===== src/rtl/alarm_ring_ctrl_pkg.sv =====
// ============================================================================
// Module   : alarm_ring_ctrl_pkg
// Brief    : State encoding, default timing constants and width helpers
// Revision : 1.0
// ============================================================================
`default_nettype none

package alarm_ring_ctrl_pkg;

    typedef enum logic [1:0] {
        IDLE   = 2'd0,
        RING   = 2'd1,
        SNOOZE = 2'd2
    } state_t;

    localparam int DEF_TICK_DIV    = 100_000_000;
    localparam int DEF_RING_SECS   = 60;
    localparam int DEF_SNOOZE_SECS = 300;
    localparam int DEF_MAX_SNOOZE  = 3;

    function automatic int cnt_width(input int n);
        return (n > 1) ? $clog2(n) : 1;
    endfunction

    function automatic int max_int(input int a, input int b);
        return (a > b) ? a : b;
    endfunction

endpackage

`default_nettype wire


===== src/rtl/alarm_sec_timer.sv =====
// ============================================================================
// Module   : alarm_sec_timer
// Brief    : Tick divider plus second counter with clear and timeout detect
// Revision : 1.0
// ============================================================================
`default_nettype none

module alarm_sec_timer
    import alarm_ring_ctrl_pkg::*;
#(
    parameter int TICK_DIV = DEF_TICK_DIV,
    parameter int MAX_SECS = DEF_SNOOZE_SECS
) (
    input  logic                             clk,
    input  logic                             rst_n,
    input  logic                             clr,
    input  logic [cnt_width(MAX_SECS)-1:0]   last_sec,
    output logic                             timeout
);

    localparam int TW = cnt_width(TICK_DIV);
    localparam int SW = cnt_width(MAX_SECS);
    localparam logic [TW-1:0] TICK_LAST = TW'(TICK_DIV - 1);

    logic [TW-1:0] r_tick;
    logic [SW-1:0] r_sec;
    logic          w_tick_wrap;

    assign w_tick_wrap = (r_tick == TICK_LAST);
    assign timeout     = w_tick_wrap && (r_sec == last_sec);

    always_ff @(posedge clk or negedge rst_n) begin
        if (!rst_n) begin
            r_tick <= '0;
            r_sec  <= '0;
        end else if (clr) begin
            r_tick <= '0;
            r_sec  <= '0;
        end else if (w_tick_wrap) begin
            r_tick <= '0;
            r_sec  <= timeout ? '0 : r_sec + 1'b1;
        end else begin
            r_tick <= r_tick + 1'b1;
        end
    end

endmodule

`default_nettype wire


===== src/rtl/alarm_ring_ctrl.sv =====
// ============================================================================
// Module   : alarm_ring_ctrl
// Brief    : Gates the melody to the speaker while an alarm rings, with snooze
// Revision : 1.0
// ============================================================================
`default_nettype none

module alarm_ring_ctrl
    import alarm_ring_ctrl_pkg::*;
#(
    parameter int TICK_DIV    = DEF_TICK_DIV,
    parameter int RING_SECS   = DEF_RING_SECS,
    parameter int SNOOZE_SECS = DEF_SNOOZE_SECS,
    parameter int MAX_SNOOZE  = DEF_MAX_SNOOZE
) (
    input  logic       clk,
    input  logic       rst_n,
    input  logic       tone_in,
    input  logic       alarm_hit,
    input  logic       alarm_en,
    input  logic       stop,
    input  logic       snooze,
    output logic       spk_out,
    output logic       ringing,
    output logic       snoozed,
    output logic [1:0] snooze_cnt
);

    localparam int MAX_SECS = max_int(RING_SECS, SNOOZE_SECS);
    localparam int SW       = cnt_width(MAX_SECS);
    localparam logic [SW-1:0] RING_LAST   = SW'(RING_SECS - 1);
    localparam logic [SW-1:0] SNOOZE_LAST = SW'(SNOOZE_SECS - 1);
    localparam logic [1:0]    SNOOZE_MAX  = 2'(MAX_SNOOZE);

    state_t        r_state;
    state_t        w_next;
    logic          r_hit_q;
    logic [1:0]    r_snooze_cnt;
    logic          r_spk;
    logic          w_trigger;
    logic          w_timeout;
    logic          w_tmr_clr;
    logic          w_cnt_clr;
    logic          w_cnt_inc;
    logic [SW-1:0] w_last_sec;

    assign w_trigger  = alarm_hit & ~r_hit_q;
    assign w_last_sec = (r_state == SNOOZE) ? SNOOZE_LAST : RING_LAST;
    // Timer restarts on every state change and stays parked while idle.
    assign w_tmr_clr  = (w_next != r_state) || (r_state == IDLE);

    alarm_sec_timer #(
        .TICK_DIV (TICK_DIV),
        .MAX_SECS (MAX_SECS)
    ) u_timer (
        .clk      (clk),
        .rst_n    (rst_n),
        .clr      (w_tmr_clr),
        .last_sec (w_last_sec),
        .timeout  (w_timeout)
    );

    always_comb begin
        w_next    = r_state;
        w_cnt_clr = 1'b0;
        w_cnt_inc = 1'b0;
        case (r_state)
            IDLE: begin
                if (w_trigger && alarm_en) begin
                    w_next    = RING;
                    w_cnt_clr = 1'b1;
                end
            end
            RING: begin
                if (!alarm_en || stop) begin
                    w_next = IDLE;
                end else if (snooze && (r_snooze_cnt < SNOOZE_MAX)) begin
                    w_next    = SNOOZE;
                    w_cnt_inc = 1'b1;
                end else if (w_timeout) begin
                    w_next = IDLE;
                end
            end
            SNOOZE: begin
                if (!alarm_en || stop) begin
                    w_next = IDLE;
                end else if (w_timeout) begin
                    w_next = RING;
                end
            end
            default: w_next = IDLE;
        endcase
    end

    always_ff @(posedge clk or negedge rst_n) begin
        if (!rst_n) begin
            r_state      <= IDLE;
            r_hit_q      <= 1'b1;
            r_snooze_cnt <= 2'd0;
            r_spk        <= 1'b0;
        end else begin
            r_state <= w_next;
            r_hit_q <= alarm_hit;
            r_spk   <= tone_in & (r_state == RING);
            if (w_cnt_clr) begin
                r_snooze_cnt <= 2'd0;
            end else if (w_cnt_inc) begin
                r_snooze_cnt <= r_snooze_cnt + 2'd1;
            end
        end
    end

    assign spk_out    = r_spk;
    assign ringing    = (r_state == RING);
    assign snoozed    = (r_state == SNOOZE);
    assign snooze_cnt = r_snooze_cnt;

endmodule

`default_nettype wire


===== config.mk =====
export PLATFORM = sky130hd
export DESIGN_NAME = alarm_ring_ctrl
export DESIGN_NICKNAME = d
export VERILOG_FILES = /design/src/rtl/alarm_ring_ctrl_pkg.sv /design/src/rtl/alarm_sec_timer.sv /design/src/rtl/alarm_ring_ctrl.sv
export SDC_FILE = /design/constraint.sdc
export NUM_CORES = 1
export LEC_CHECK = 0
export ABC_AREA = 1
export CAP_MARGIN = 30
export CORE_UTILIZATION = 60
export DETAILED_ROUTE_END_ITERATION = 8
export GPL_ROUTABILITY_DRIVEN = 0
export GPL_TIMING_DRIVEN = 0
export HOLD_SLACK_MARGIN = 0.06
export PLACE_DENSITY = 0.79
export SLEW_MARGIN = 20
export SYNTH_ARGS = -nofsm -noshare
export SYNTH_HDL_FRONTEND = slang
export SYNTH_SLANG_ARGS = --single-unit

===== constraint.sdc =====
create_clock -name clk -period 1.9 [get_ports clk]
set_input_delay 0.19 -clock clk [delete_from_list [all_inputs] [get_ports clk]]
set_output_delay 0.19 -clock clk [all_outputs]
set_load 0.02 [all_outputs]

==> results.md <==
* Outcome: finished clean
* CTS Buffer Depth at 2
* Worst hold slack at roughly 0.32 ns
* Remaining DRCs at 0
* Area grow syn2layout at 19.1%
* Nets at 452
* Setup violations, final at 0
* CTS tree: built
* Routed WL at 6370 um
* Starting Density at approximately 65%
* Crit share post-route at a little over nine tenths
* Critical Path Start Type: register
* DIE WIDTH at just under 70 um
* Fmax achieved at ~550 MHz
* Worst slack, placed at -0.284 ns
* Most area-consuming cells after synthesis: dfrtp_1, nand2_1, nor2_1
* Initial antenna violation count at 0
* Global-route wire length before repair at slightly below 10000 um
* Congestion Overflow GR at 0
* Peak fanout along the critical path at 7
* Worst setup margin at roughly 0.07 ns
* Post-Syn Nets at between 400 and 500
* Clock Skew at ~0.0059 ns
* Synth Area per Inst at ~6.6 um2
* Vias/cell at roughly 5.2
* H-tree levels at 2
* Dpl cells at about 470
* Cell accounting for the most synthesized area: dfrtp_1
* Area of the mapped netlist at around 2700 um2
* Pre-antenna DRT Iters at 5
* CP cell instances: ha_4 -> nand3_4 -> nor2_4 -> nand2_2 -> nor2_8 -> nand2_4 -> o21ai_4 -> buf_6 -> buf_4 -> nor2_1
* Power Internal at between 1 and 1.5 mW
* Worst path bufs/invs at 2
* Share of layout cells above drive strength 1 at 11.1%
* CTS Buf Count at 5
* CP max stage delay at between 0.4 and 0.5 ns
* Post-synth cell types at 25
* Slowest-stage cell, CP: dfrtp_1
* HP Class: in -> reg
* Root Driver: clkbuf_8
* Slew Viols, Final at 0
* Clk_lat worst skew at ~0.3 ns
* ANT cells at 0
* Final Hold Viols at 0
* Leakage at 1.49 nW
* Filler instances at around 350
* Tot Pwr at 1.86 mW
* Die height at between 60 and 70 um
* PwrDens at about 580 nW/um2
* Crit end category: register
* Initial drt markers at between 200 and 250
* DR WL/cell at between 10 and 15 um
* Die ar. at 4760 um2
* DP Wirelength at ~4400 um
* Core area at about 4100 um2
* Final ANT Viol Nets at 0
* Top cell type's share of synthesized area at 38.1%
* Critical path arrival at approximately 2.0 ns
* Combinational share of power at under 10%
* Synthesized flop and latch total at 42
* Max_slew headroom at between 60% and 70%
* Ports at 12
* Gr usage total at about 28%
* Min Tclk post-route at ~1.8 ns
* Critical path class: reg -> reg
* Clock-pin slew on the worst setup and hold paths at about 0.08 ns
* Flop pwr share at between 40 and 50%
* Non-Filler Instances at 493
* Number of global-route vias before repair at ~2100
* Switch Pwr at 0.365 mW
* Max Cap Viol at 0
* Clock sink count at 42
* Worst VDD drop at a little under 500 uV
* Top delay family on crit path: simple AND/OR/NAND/NOR gates
* Switching portion of total power at between 10% and 20%
* Clock Power Share at a little under half
* Vias at ~2600
* Yosys warning count at 0
* Largest net degree at the start of global routing at 23
* R2R setup slack at approximately 0.07 ns
* Req. time, crit path at ~2.1 ns
* Slew @ Worst Pin at about 0.54 ns
* Rows at 23
* Mapped Cells at ~410
* PortBufs at 11
* Seq/Total Area, Yosys at about two fifths
synth_stat cells (all sizes together):
cell / n
nor3: 6
nand3b: 2
nor2b: 1
nand2: 123
clkbuf: 1
xor2: 5
nor2: 96
buf: 3
xnor2: 6
a31o: 1
a21o: 2
nand4: 4
nand3: 47
dfstp: 1
ha: 3
or2: 5
dfrtp: 41
o21ai: 5
inv: 54
registers in the layout, summed over array words and instances (netlist names):
signal and flops:
snooze_cnt 2, spk_out 1, r_state 2, u_timer.r_sec 9, r_hit_q 1, u_timer.r_tick 27
path summary, 6_finish.rpt:
path	startpoint	end	cells past startpoint
max	u_timer.r_tick[1]	u_timer.r_sec[4]	10
min	alarm_hit	r_hit_q	1
min in group asynchronous	rst_n	u_timer.r_tick[17]	2
min reg2reg	snooze_cnt[0]	snooze_cnt[0]	1
max reg2reg	u_timer.r_tick[1]	u_timer.r_sec[4]	10
max in group asynchronous	rst_n	r_hit_q	3
cells by family after synthesis:
logic type | Yosys count | share of synthesized area, %
simple gates | 284 | 44.7
buf+inv | 58 | 8.93
flops | 42 | 39.1
xor+xnor | 11 | 3.58
compound gates | 8 | 2.23
fa+ha+maj | 3 | 1.40
per-stage QoR:
step	cell area, um2	util (%)	TNS (ns)
floorplan	2690	-	0
global placement	2860	69.1	-22.40
detailed placement	2890	69.6	-6.08
CTS	3100	74.8	0
global route	3200	77.3	-0.307
finish	3200	77.3	0
layout make-up:
type / count / area, um2 / share of cell area [%]
flip-flops and latches: 42 / 1050 / 32.9
clock buffers: 6 / 82.6 / 2.58
clock inverters: 2 / 60.1 / 1.87
plain buffers: 4 / 38.8 / 1.21
well taps: 50 / 62.6 / 1.95
inverters: 54 / 203 / 6.33
repair buffers: 29 / 274 / 8.55
multi-input cells: 306 / 1430 / 44.6
power by group through the flow:
stage | Clock, mW | Sequential [mW] | Combinational (mW)
2_1_floorplan | 0 | 0.927 | 0.0197
3_3_place_gp | 0 | 0.923 | 0.0685
3_5_place_dp | 0 | 0.923 | 0.0752
4_1_cts | 0.897 | 0.905 | 0.0789
5_1_grt | 0.920 | 0.906 | 0.0900
6_report | 0.877 | 0.905 | 0.0805
timing repair:
item / CTS / global route
hold buffers: 1 / 0
hold endpoints to repair: 21 / 0
setup endpoints to repair: 36 / 32
buffers inserted: 3 / 10
gates cloned: 2 / 1
resized for setup: 8 / 10
pin swaps: 1 / 3
layout by cell type (no fill, tap or decap), drive strengths merged:
cell,netlist,layout
nor2,96,96
xor2,5,5
a31o,1,1
xnor2,6,6
or2,5,5
nor2b,1,1
buf,3,22
nand4,4,4
clkbuf,1,6
bufinv,0,2
o21ai,5,5
nand2,123,123
dfstp,1,1
inv,54,54
dfrtp,41,41
clkdlybuf4s50,0,10
dlygate4sd3,0,1
a21o,2,2
nand3b,2,2
nor3,6,6
nand3,47,47
ha,3,3
metal layers:
| metal | up-vias | part of all wire (%) | track usage [%] |
|---|---|---|---|
| li1 | 1329 | - | - |
| met1 | 1173 | 47 | 40.8 |
| met2 | 74 | 46 | 42.5 |
| met3 | 9 | 6.1 | 5.92 |
| met4 | 0 | 1.4 | 9.18 |
| met5 | - | 0 | 0 |
Note: power is estimated with default switching activity, not from simulation.
